$ cat src/rtl/wb_rom_arbiter.sv
// rtl/wb_rom_arbiter.sv - two-master round-robin Wishbone arbiter for a shared ROM slave port
module wb_rom_arbiter #(
  parameter int WB_DATA_WIDTH  = 8,
  parameter int WB_ADDR_WIDTH  = 12,
  parameter int TIMEOUT_CYCLES = 15
) (
  input  logic                     clk_i,
  input  logic                     rst_i,
  input  logic                     m0_stb_i,
  input  logic                     m0_we_i,
  input  logic [WB_ADDR_WIDTH-1:0] m0_adr_i,
  input  logic [WB_DATA_WIDTH-1:0] m0_dat_i,
  output logic                     m0_ack_o,
  output logic                     m0_err_o,
  output logic [WB_DATA_WIDTH-1:0] m0_dat_o,
  input  logic                     m1_stb_i,
  input  logic                     m1_we_i,
  input  logic [WB_ADDR_WIDTH-1:0] m1_adr_i,
  input  logic [WB_DATA_WIDTH-1:0] m1_dat_i,
  output logic                     m1_ack_o,
  output logic                     m1_err_o,
  output logic [WB_DATA_WIDTH-1:0] m1_dat_o,
  output logic                     s_stb_o,
  output logic                     s_we_o,
  output logic [WB_ADDR_WIDTH-1:0] s_adr_o,
  output logic [WB_DATA_WIDTH-1:0] s_dat_o,
  input  logic                     s_ack_i,
  input  logic [WB_DATA_WIDTH-1:0] s_dat_i
);

  typedef enum logic [1:0] {IDLE, BUSY, DONE} state_t;

  localparam logic [7:0] TERM_COUNT = 8'(TIMEOUT_CYCLES - 1);

  state_t                   state_q, state_d;
  logic                     owner_q, owner_d;
  logic                     last_q, last_d;
  logic [7:0]               count_q, count_d;
  logic                     grant_m1;
  logic                     s_stb_d, s_we_d;
  logic [WB_ADDR_WIDTH-1:0] s_adr_d;
  logic [WB_DATA_WIDTH-1:0] s_dat_d;
  logic                     m0_ack_d, m0_err_d, m1_ack_d, m1_err_d;
  logic [WB_DATA_WIDTH-1:0] m0_dat_d, m1_dat_d;

  // On a tie the master that did not win last time gets the grant
  assign grant_m1 = m1_stb_i & (~m0_stb_i | ~last_q);

  always_comb begin
    state_d  = state_q;
    owner_d  = owner_q;
    last_d   = last_q;
    count_d  = count_q;
    s_stb_d  = s_stb_o;
    s_we_d   = s_we_o;
    s_adr_d  = s_adr_o;
    s_dat_d  = s_dat_o;
    m0_dat_d = m0_dat_o;
    m1_dat_d = m1_dat_o;
    m0_ack_d = 1'b0;
    m0_err_d = 1'b0;
    m1_ack_d = 1'b0;
    m1_err_d = 1'b0;
    case (state_q)
      IDLE: begin
        if (m0_stb_i | m1_stb_i) begin
          owner_d = grant_m1;
          last_d  = grant_m1;
          s_we_d  = grant_m1 ? m1_we_i  : m0_we_i;
          s_adr_d = grant_m1 ? m1_adr_i : m0_adr_i;
          s_dat_d = grant_m1 ? m1_dat_i : m0_dat_i;
          s_stb_d = 1'b1;
          count_d = 8'd0;
          state_d = BUSY;
        end
      end
      BUSY: begin
        // Ack takes priority over a coincident terminal count
        if (s_ack_i) begin
          if (owner_q) begin
            m1_dat_d = s_dat_i;
            m1_ack_d = 1'b1;
          end else begin
            m0_dat_d = s_dat_i;
            m0_ack_d = 1'b1;
          end
          s_stb_d = 1'b0;
          state_d = DONE;
        end else begin
          count_d = count_q + 8'd1;
          if (count_q == TERM_COUNT) begin
            m1_err_d = owner_q;
            m0_err_d = ~owner_q;
            s_stb_d  = 1'b0;
            state_d  = DONE;
          end
        end
      end
      // The slave's trailing ack lands here and is dropped
      DONE:    state_d = IDLE;
      default: state_d = IDLE;
    endcase
  end

  always_ff @(posedge clk_i) begin
    if (rst_i) begin
      state_q  <= IDLE;
      owner_q  <= 1'b0;
      last_q   <= 1'b1;
      count_q  <= 8'd0;
      s_stb_o  <= 1'b0;
      s_we_o   <= 1'b0;
      s_adr_o  <= '0;
      s_dat_o  <= '0;
      m0_ack_o <= 1'b0;
      m0_err_o <= 1'b0;
      m0_dat_o <= '0;
      m1_ack_o <= 1'b0;
      m1_err_o <= 1'b0;
      m1_dat_o <= '0;
    end else begin
      state_q  <= state_d;
      owner_q  <= owner_d;
      last_q   <= last_d;
      count_q  <= count_d;
      s_stb_o  <= s_stb_d;
      s_we_o   <= s_we_d;
      s_adr_o  <= s_adr_d;
      s_dat_o  <= s_dat_d;
      m0_ack_o <= m0_ack_d;
      m0_err_o <= m0_err_d;
      m0_dat_o <= m0_dat_d;
      m1_ack_o <= m1_ack_d;
      m1_err_o <= m1_err_d;
      m1_dat_o <= m1_dat_d;
    end
  end

endmodule
$ cat config.mk
export PLATFORM = sky130hd
export DESIGN_NAME = wb_rom_arbiter
export DESIGN_NICKNAME = d
export VERILOG_FILES = /design/src/rtl/wb_rom_arbiter.sv
export SDC_FILE = /design/constraint.sdc
export NUM_CORES = 1
export LEC_CHECK = 0
export BUFFER_PORTS_ARGS = -buffer_cell sky130_fd_sc_hd__buf_2
export CORE_MARGIN = 2
export CORE_UTILIZATION = 38
export CTS_CLUSTER_DIAMETER = 120
export DETAILED_ROUTE_END_ITERATION = 8
export GPL_TIMING_DRIVEN = 0
export PLACE_DENSITY_LB_ADDON = 0.15
export SETUP_SLACK_MARGIN = 0.5
export SKIP_CTS_REPAIR_TIMING = 1
export SLEW_MARGIN = 20
export SYNTH_ARGS = -nofsm -noshare
export SYNTH_HDL_FRONTEND = slang
export SYNTH_SLANG_ARGS = --single-unit
$ cat constraint.sdc
create_clock -name clk_i -period 1.68 [get_ports clk_i]
set_input_delay 0.336 -clock clk_i [delete_from_list [all_inputs] [get_ports clk_i]]
set_output_delay 0.336 -clock clk_i [all_outputs]
set_load 0.01 [all_outputs]
### After elaboration in Yosys (flattened, before gate mapping)

Cells that the tools add are included.

| word-level totals | value |
|---|---|
| register bits after elaboration | 54 |
| bits of input ports | 55 |
| output and inout port bits | 42 |
| word-level logic and storage cells | 55 |

| cells by class | value |
|---|---|
| $add $sub $neg | 1 |
| eq/ne operators | 5 |
| multiplexer cells | 16 |
| bitwise logic cells | 9 |
| reductions and logical operators | 10 |

Operator list:

| cell | number |
|---|---|
| 2-to-1 mux 8 bit | 3 |
| one-hot mux 8 bit (2 select lines) | 1 |
| 2-to-1 mux 12 bit | 1 |
| AND reduction 3 bit | 4 |
| adder 8 x 1 -> 8 bit, second input constant | 1 |
| equality test 8 x 4 -> 1 bit, second input constant | 1 |
| 2-to-1 mux 1 bit | 6 |
| 2-to-1 mux 2 bit | 3 |
| NOT 1 bit | 6 |
| != test 2 bit, second input constant | 2 |
| one-hot mux 2 bit (2 select lines) | 1 |
| AND reduction 2 bit | 2 |
| OR reduction 4 bit | 1 |
| != test 3 bit, second input constant | 1 |
| OR reduction 3 bit | 1 |
| equality test 2 x 1 -> 1 bit, second input constant | 1 |
| logical NOT 2 bit | 1 |
| bitwise OR 1 bit | 2 |
| one-hot mux 1 bit (2 select lines) | 1 |
| nonzero test 2 bit | 1 |
| AND 1 bit | 1 |

### Logic depth before layout (Yosys ltp)

| depth | value |
|---|---|
| word-level depth | 4 |
| depth in mapped cells | 6 |

### Least setup slack after synthesis

OpenSTA, ideal clock, no wires.

| timing | value |
|---|---|
| kind | input-to-reg |
| from | input port s_ack_i |
| to | register count_q[5] |
| arrival | 1,227 ps |
| setup slack | 383 ps |
| cell stages on the path | 5 |
| path buffers | 1 |
| path through | buf_2 a21oi_2 nand2_2 or3_1 a21oi_1 |

| on the way | value |
|---|---|
| cells in the longest elaborated chain, start to end | 2 |

Ends and longest elaborated chain:

| what | line | source |
|---|---|---|
| start, declared | 27 | `input logic s_ack_i,` |
| != test 2 bit (no line) | -- |  |
| AND reduction 3 bit (no line) | -- |  |
| end signal, assigned | 125 | `count_q <= count_d;` |
| end, declared | 38 | `logic [7:0] count_q, count_d;` |

Every way passes these cells.
A chain may end at the register's enable or synchronous reset.

### Final worst setup path

| timing | value |
|---|---|
| from | register state_q[1] |
| to | register m0_dat_o[1] |

| on the way | value |
|---|---|
| cells in the longest elaborated chain, start to end | 2 |

Ends and longest elaborated chain:

| what | line | source |
|---|---|---|
| start, declared | 35 | `state_t state_q, state_d;` |
| start signal, assigned | 122 | `state_q <= state_d;` |
| equality test 2 x 1 -> 1 bit | 64 | `case (state_q)` |
| AND reduction 3 bit (no line) | -- |  |
| end signal, assigned | 132 | `m0_dat_o <= m0_dat_d;` |
| end, declared | 15 | `output logic [WB_DATA_WIDTH-1:0] m0_dat_o,` |

Every way passes these cells.

==> results.cfg <==
[placement]
place_ws_ns = 0.155
finalWeightedCongestion = 0.728
io_buffer_count = 94
place.detailed.hpwl_mm = 3.96

[route]
drc = 0
drtIter0Drc = 75
detail-route-antenna-nets = 0
finalWirelength_mm = 5.81
route.vias.total = 2259
avgRoutedWirePerCell_um = 12.8
vias_per_cell = 4.98
drt_first_pass_iters = 4

[clock_tree]
clock_buffers_created_by_tritoncts = 5
clk-insertion-delay-late_ns = 0.30
cts.root.buffer_cell = sky130_fd_sc_hd__clkbuf_8
clock_tree_from_tritoncts = done
clkTransAtPathRegs_ns = 0.09
worst_case_clock_buffer_depth = 2
cts_max_level = 2
clock_sink_count = 54

[die]
design.die.area_mm2 = 0.00646
fp.dieW_um = 80.4
top_level_ports = 97
dieHeight_um = 80.4
num_rows = 27
core_area_mm2 = 0.00557
start_util = 0.398

[critical_path]
worst-r2r-setup-slack_ns = 0.38
worstPathArrival_ns = 1.47
criticalPathCategory = flip-flop to flip-flop
crit_chain = and2b_2 > and3b_1 > buf_6 > nand2_1 > a21oi_1
cpMaxStageDelayCell = sky130_fd_sc_hd__dfxtp_4
critPathMaxStageDelay_ns = 0.41
setup.worst_path.start_class = flip-flop
crit_buf_inv = 1
crit_path_max_fanout = 8
endpoint_class_of_the_critical_path = flip-flop
cp_data_required_time_ns = 1.85
crit_family = simple AND/OR/NAND/NOR gates

[global_route]
grt.met1_usage = 0.227
met2_usage = 0.282
gr-usage-all-layers = 0.176
grt_antenna_before_repair = 0
grt_max_degree = 17
busiest_layer = met2
grt_use_met3 = 0.0494
first_global_vias = 2051
grt_overflow = 0
grt_pass1_wl_mm = 9.07

[layout]
num_antenna_cells = 0
final_net_count = 438
fillCellCount = 527
area.growth.synth_to_final_pct = 48.1
final_layout_size_suffix_gt1_frac = 0.484

[logic_synthesis]
yosysUniqueCellTypes = 37
synth_cells = 269
postSynthRegisterBits = 54
synthesis.area_per_instance_um2 = 8.25
synth-warning-count = 0
syn-cell-area_mm2 = 0.00222
synth_async_sr_flop_share = 0
synth-edff-count = 0
ys_seq_area_frac = 0.487
synthesized_nets = 326
commonest_register_cell_after_synthesis = sky130_fd_sc_hd__dfxtp_1

[power_and_ir_drop]
power.ir.vdd_worst_mv = 0.389
power_report.internal_total_uw = 1940
cellLeakagePower_uw = 0.00148
power_frac_clock = 0.259
net_sw_frac = 0.288
p_comb_frac = 0.221
pwr-share-seq = 0.520
power_switching_uw = 785
pd_cells_mw_per_mm2 = 831

[timing]
report.final.hold_viol_count = 0
final.setup.tns_ns = 0
max_clock_freq_mhz = 769
layout_worst_path_cycle_share = 0.774
fin_crit_ns = 1.30
maxSlewHeadroom = 0.574
final_max_slew_viol_count = 0
rsz0062_at_grt = true
worstMarginPinSlew_ns = 0.638
setup_viol = 0
setup_slack_ns = 0.380
clock-skew-final_ns = 0.00856

[run_status]
outcome = finished clean

[worst_hold_path]
min_path_type = primary input to flip-flop

[job]
timing.max_cap.violations = 0
[layout make-up]
| class | instances | area (um2) | area share |
|---|---|---|---|
| buffer | 17 | 161 | 0.0491 |
| sequential | 54 | 1100 | 0.335 |
| clock inverter | 2 | 13.8 | 0.00419 |
| inverter | 2 | 7.51 | 0.00229 |
| tap | 72 | 90.1 | 0.0274 |
| clock buffer | 6 | 72.6 | 0.0221 |
| timing repair buffer | 105 | 574 | 0.175 |
| multi-input combinational | 196 | 1260 | 0.385 |
[worst paths after layout]
check | start | end | cells past startpoint
worst min-delay path | m0_adr_i[9] | s_adr_o[9] | 3
worst max register to register | state_q[1] | m0_dat_o[1] | 5
worst max-delay path | state_q[1] | m0_dat_o[1] | 5
worst min register to register | m1_dat_o[4] | m1_dat_o[4] | 2
[cell families after synthesis]
group / after synthesis / synth area share
AOI/OAI and AO/OA: 51 / 0.156
xor gates and xnor gates: 4 / 0.0158
adders and majority gates: 2 / 0.0113
buffers and inverters: 19 / 0.0446
DFF: 54 / 0.487
and+or+nand+nor: 139 / 0.285
[layout by cell type, fill, tap and decap left out, types with 5 or more instances in the layout]
cell type                   n
sky130_fd_sc_hd__buf_2     95
sky130_fd_sc_hd__nand2_1   63
sky130_fd_sc_hd__dfxtp_1   45
sky130_fd_sc_hd__nor2_1    29
sky130_fd_sc_hd__a311oi_1  19
sky130_fd_sc_hd__a21oi_2   13
sky130_fd_sc_hd__buf_4     11
sky130_fd_sc_hd__a21oi_1    9
sky130_fd_sc_hd__nand2_4    8
sky130_fd_sc_hd__nand2_2    7
sky130_fd_sc_hd__dfxtp_2    6
sky130_fd_sc_hd__clkbuf_1   5
sky130_fd_sc_hd__nand4_1    5
sky130_fd_sc_hd__clkbuf_8   5
[flip-flops by register name (all words and copies together), names as in the netlist]
name	count
m1_err_o	1
m0_ack_o	1
owner_q	1
s_stb_o	1
last_q	1
count_q	8
m0_err_o	1
m1_dat_o	8
s_we_o	1
s_adr_o	12
m1_ack_o	1
s_dat_o	8
m0_dat_o	8
state_q	2
[worst min-delay path, stage by stage]
cell and delay [ns]:
sky130_fd_sc_hd__buf_2 0.10, sky130_fd_sc_hd__nand2_1 0.04, sky130_fd_sc_hd__a311oi_1 0.07
[power by group through the flow]
stage	clock network, uW	logic, uW	registers [uW]
after floorplan	0	257	1480
after global placement	0	491	1440
after detailed placement	0	493	1440
after CTS	734	493	1410
after global routing	779	670	1430
final	707	604	1420
[routing by layer]
layer	share of wire	wire length (um)
met5	0	0
met4	0.011	63
met3	0.066	383
met2	0.47	2700
met1	0.46	2660
[through the flow]
step           power [uW]  cell area [um2]  utilization  cells  hold WS, ns
3_3_place_gp         1930             2810        0.503    435        0.438
5_1_grt              2880             3280        0.589    454        0.276
6_report             2730             3280        0.589    454        0.277
2_1_floorplan        1730             2240            -    269        0.462
3_5_place_dp         1940             2810        0.503    435        0.446
4_1_cts              2640             2890        0.519    443        0.261
[cells in the mapped netlist (2+ instances only)]
master,count,area [um2]
sky130_fd_sc_hd__ha_1,2,25.0
sky130_fd_sc_hd__nand3_1,3,15.0
sky130_fd_sc_hd__nor4_1,2,12.5
sky130_fd_sc_hd__buf_6,2,22.5
sky130_fd_sc_hd__nor2_1,33,124
sky130_fd_sc_hd__a311oi_1,21,184
sky130_fd_sc_hd__and3_1,2,12.5
sky130_fd_sc_hd__a21oi_1,22,110
sky130_fd_sc_hd__inv_1,2,7.51
sky130_fd_sc_hd__dfxtp_1,54,1080
sky130_fd_sc_hd__nor4b_2,2,30.0
sky130_fd_sc_hd__nand2_1,77,289
sky130_fd_sc_hd__clkbuf_1,7,26.3
sky130_fd_sc_hd__or3_1,2,12.5
sky130_fd_sc_hd__buf_2,7,35.0
sky130_fd_sc_hd__o21ai_0,2,10.0
sky130_fd_sc_hd__xor2_1,4,35.0
sky130_fd_sc_hd__and2_1,2,12.5
sky130_fd_sc_hd__nand4_1,5,31.3
No activity file was read; power rests on OpenSTA's default activity.
